[src/rtl/l2_arbiter.sv]
// l2_arbiter: shares one L2 port between the instruction and data L1 miss paths.
// Round-robin on ties, one outstanding transaction at a time, and the L2 request
// is driven only from values captured at grant so it cannot move mid-transaction.
module l2_arbiter #(
    parameter int s_line = 256
) (
    input  logic              clk,
    input  logic              rst,
    // instruction side (read-only)
    input  logic [31:0]       i_address,
    input  logic              i_read,
    output logic [s_line-1:0] i_rdata,
    output logic              i_resp,
    // data side (read or writeback)
    input  logic [31:0]       d_address,
    input  logic              d_read,
    input  logic              d_write,
    input  logic [s_line-1:0] d_wdata,
    output logic [s_line-1:0] d_rdata,
    output logic              d_resp,
    // L2 port
    output logic [31:0]       l2_address,
    output logic              l2_read,
    output logic              l2_write,
    output logic [s_line-1:0] l2_wdata,
    output logic [7:0]        l2_byte_enable,
    input  logic [s_line-1:0] l2_rdata,
    input  logic              l2_resp
);

    typedef enum logic [1:0] {
        IDLE    = 2'd0,
        SERVE_I = 2'd1,
        SERVE_D = 2'd2
    } state_t;

    state_t            state;
    state_t            state_next;
    logic              last_d;      // 1: data side was served last, so I wins the next tie
    logic              i_pend;
    logic              d_pend;
    logic              grant_i;
    logic              grant_d;
    logic [31:0]       addr_q;
    logic [s_line-1:0] wdata_q;
    logic              read_q;
    logic              write_q;

    assign i_pend = i_read;
    assign d_pend = d_read | d_write;

    // Next-state and grant decision; grants are only issued from IDLE.
    always_comb begin
        // NOTE: every output of this block gets a default first so no path leaves it unassigned (no latch).
        state_next = state;
        grant_i    = 1'b0;
        grant_d    = 1'b0;
        case (state)
            IDLE: begin
                if (i_pend && (!d_pend || last_d)) begin
                    grant_i    = 1'b1;
                    state_next = SERVE_I;
                end else if (d_pend) begin
                    grant_d    = 1'b1;
                    state_next = SERVE_D;
                end
            end
            SERVE_I, SERVE_D: begin
                if (l2_resp) state_next = IDLE;
            end
            default: state_next = IDLE;
        endcase
    end

    // State register; reset abandons any transaction in flight.
    always_ff @(posedge clk) begin
        // NOTE: sequential state uses non-blocking assignments so all registers update together at the edge.
        if (rst) state <= IDLE;
        else     state <= state_next;
    end

    // Round-robin history, updated only when a transaction completes.
    always_ff @(posedge clk) begin
        if (rst)                            last_d <= 1'b1;
        else if (state == SERVE_I && l2_resp) last_d <= 1'b0;
        else if (state == SERVE_D && l2_resp) last_d <= 1'b1;
    end

    // Request latches: captured on grant, strobes dropped on completion.
    always_ff @(posedge clk) begin
        if (rst) begin
            addr_q  <= '0;
            wdata_q <= '0;
            read_q  <= 1'b0;
            write_q <= 1'b0;
        end else if (grant_i) begin
            addr_q  <= i_address;
            read_q  <= 1'b1;
            write_q <= 1'b0;
        end else if (grant_d) begin
            addr_q  <= d_address;
            wdata_q <= d_wdata;
            // read and write together count as a write
            read_q  <= ~d_write;
            write_q <= d_write;
        end else if (state != IDLE && l2_resp) begin
            read_q  <= 1'b0;
            write_q <= 1'b0;
        end
    end

    assign l2_address     = addr_q;
    assign l2_wdata       = wdata_q;
    assign l2_read        = read_q;
    assign l2_write       = write_q;
    assign l2_byte_enable = 8'hFF;

    // Completion is steered to the side being served; line data goes to both.
    assign i_resp  = (state == SERVE_I) & l2_resp;
    assign d_resp  = (state == SERVE_D) & l2_resp;
    assign i_rdata = l2_rdata;
    assign d_rdata = l2_rdata;

endmodule

[config.mk]
export PLATFORM = sky130hd
export DESIGN_NAME = l2_arbiter
export DESIGN_NICKNAME = d
export VERILOG_FILES = /design/src/rtl/l2_arbiter.sv
export SDC_FILE = /design/constraint.sdc
export NUM_CORES = 1
export LEC_CHECK = 0
export CORE_AREA = 2 2 550 552
export CTS_BUF_LIST = sky130_fd_sc_hd__clkbuf_16
export CTS_CLUSTER_SIZE = 16
export DETAILED_ROUTE_END_ITERATION = 16
export DIE_AREA = 0 0 552 554
export PLACE_DENSITY_LB_ADDON = 0.12
export SYNTH_ARGS = -nofsm -noshare
export SYNTH_HDL_FRONTEND = slang
export SYNTH_SLANG_ARGS = --single-unit
[constraint.sdc]
create_clock -name clk -period 2.1 [get_ports clk]
set_clock_uncertainty 0.15 [all_clocks]
set_input_delay 0.42 -clock clk [delete_from_list [all_inputs] [get_ports clk]]
set_output_delay 0.42 -clock clk [all_outputs]
set_load 0.02 [all_outputs]
==> results.md <==
- Tcrit/Tclk final: 102.6%
- Synth async-reset ratio: 0%
- Hold Path Class: in2reg
- GRT busiest layer: met2
- FILL cells: 35020
- Sinks on Clock Net: 293
- Power per cell area: 773.1 mW/mm^2
- Fraction of layout cells with a size suffix above 1: 21.64%
- Input/output buffers: 617
- Initial Utilization: 5.102%
- Synth cell count leaders: 524 x buf_4, 293 x dfxtp_1, 288 x nand3_1
- Hold slack: 0.1240 ns
- Initial antenna violation count: 34
- Vias in the first global route: 15460
- Drt initial violations: 702
- TritonCTS clock tree: done
- Met1 Use GR: 8.688%
- Critical path peak fanout: 2
- GR Layer Usage met2: 12.84%
- Root Driver: clkbuf_16
- Critical Path RT: 1.53 ns
- Outcome: complete, but fails checks
- Failing checks: negative setup slack
- Core box area: 0.2993 sq mm
- Worst path bufs/invs: 2
- CP Cell Sequence: buf_6 -> ha_4 -> and2_4 -> buf_12
- Num CTS Buffers: 49
- Global-route wire length before repair: 172500 um
- DR DRC count: 0
- Cell count after placement: 5943
- CP endpoint kind: output port
- F_max: 464.1 MHz
- Crit-path slowest cell: dfxtp_2
- Yosys top cell area share: 38.41%
- Ys Warns: 0
- Fin crit period: 2.155 ns
- H-tree levels: 2
- Number of enable flip-flop cells after synthesis: 0
- Max rail drop VDD: 0.5744 mV
- Die W: 552 um
- Crit path DAT: 1.58 ns
- FF+latch count, synth: 293
- Top-count cell post-synth: buf_4
- Gate Count Post-Synth: 1912
- Slew Limit Fails: 0
- Max-cap violations: 0
- Setup-failing EPs final: 2
- Clock Path Buffers: 3
- Total die area: 0.3058 sq mm
- Mapped Area: 0.01527 sq mm
- Sequential fraction of the synthesis area: 38.41%
- Die height: 554 um
- Grt total ovfl: 0
- Clock latency on the worst-skew pair: 0.71 ns
- Final Hold Vio Count: 0
- Type of origin of the critical path: register
- Critical path's top delay family: flip-flops
- WL final: 136200 um
- DR vias: 14650
- RSZ-0062 raised after global routing: yes
- Fin worst setup slack: -0.05464 ns
- Core Rows: 201
- Routing usage on met3: 6.597%
- Max stage delay on crit path: 0.33 ns
- # IOs: 1394
- Area Growth Syn to Fin: 66.85%
- Mean Syn Cell Area: 7.986 sq um
- DP HPWL: 109800 um
- Total global-route track usage: 8.569%
- Pwr Total: 19700 uW
- DRT antenna net count: 0
- LEAKAGE: 0.008459 uW
- GP Congestion: 0.7250
- Largest net degree at the start of global routing: 57
- # nets final: 2653
- Wire per inst: 22.45 um
- Pre-CTS setup slack: -0.3056 ns
- Cell taking the most area after synthesis: dfxtp_1
- Ys flop type: dfxtp_1
- Worst-path clk slew: 0.06 ns
- Vias per cell: 2.415
- Cell variety after synth: 31
- Critical Setup Path Class: reg2out
- Final Non-Filler Cells: 6065
- Pre-antenna DRT Iters: 5
- Area contributors post-synth: dfxtp_1 38%, buf_4 26%, nand3_1 9.4%
-- worst paths after layout --
kind,startpoint,end,slack [ns],cells past startpoint
worst min register to register,l2_wdata[126]$_SDFFE_PP0P_,l2_wdata[126]$_SDFFE_PP0P_,0.32,2
worst max register to register,state[0]$_SDFFE_PP0P_,l2_wdata[54]$_SDFFE_PP0P_,0.01,10
worst min-delay path,i_read,state[0]$_SDFFE_PP0P_,0.12,4
worst max-delay path,state[0]$_SDFFE_PP0P_,i_resp,-0.05,4
-- logic make-up after synthesis --
kind of cell               synth area share, %
AOI/OAI and AO/OA                        18.82
DFF                                      38.41
buffers and inverters                    30.43
and+or+nand+nor                          12.06
other                                  0.02456
adders and majority gates               0.2458
-- worst reg2reg max path, cell delays in order, from the launching register on --
cell      delay [ns]
dfxtp_2         0.33
inv_2           0.07
buf_4           0.10
ha_2            0.18
a21boi_4        0.24
buf_12          0.18
buf_16          0.18
buf_4           0.17
buf_12          0.11
nand3_2         0.11
a21oi_1         0.15
-- per-layer routing --
layer,wire length [um],vias up
met5,156,-
li1,-,6411
met4,6587,8
met1,48460,6907
met3,22870,344
met2,58080,979
-- layout by cell type, fill, tap and decap left out, types with 6 or more instances in the layout --
cell type          n
clkdlybuf4s15_2   42
clkdlybuf4s50_1  323
nand4_1           32
a21oi_2           43
dfxtp_1          281
buf_12            52
o21ai_0          252
a31oi_1           32
inv_1             16
dfxtp_2           11
buf_4            169
o21ai_1            6
dlygate4sd2_1    140
clkdlybuf4s15_1   35
nand2_1           33
buf_6              7
clkinv_1          11
conb_1             8
nand3_2           40
a21oi_1          217
nand3_1          247
clkbuf_16         51
-- state kept, by name (all words and copies together) (netlist names) --
signal / cells
l2_address: 32
l2_read: 1
l2_wdata: 256
last_d: 1
state: 2
l2_write: 1
-- final cells by class --
type                            instances  area (sq um)  area share (%)
Antenna cell                            4         10.01         0.03929
Clock buffer                           49          1226           4.813
Clock inverter                         37         206.4          0.8103
Inverter                                3         11.26         0.04420
Multi-Input combinational cell        934          5219           20.48
Sequential cell                       293          5883           23.09
Tap cell                             3958          4952           19.44
Timing Repair Buffer                  787          7969           31.28
-- per-stage QoR --
stage          instance area [sq um]  util (%)  setup TNS, ns
2_1_floorplan                  15300         -              0
3_5_place_dp                   23290     7.782         -61.01
6_report                       25480     8.513       -0.08183
5_1_grt                        25470     8.510         -4.652
3_3_place_gp                   23290     7.782         -53.34
4_1_cts                        24980     8.347         -2.249
-- what timing repair did --
action	4_1_cts	5_1_grt
gates cloned	3	2
resized for setup	400	85
hold buffers	4	0
pin swaps	2	19
buffers inserted	13	10
endpoints found under the hold margin	25	0
endpoints found under the setup margin	255	175
-- report_power, final --
group,switching [uW],leakage (uW),internal (uW)
clock,3560,0.000745,4310
sequential,291,0.00241,6060
combinational,3200,0.00531,2290
Note: power is estimated with default switching activity, not from simulation.
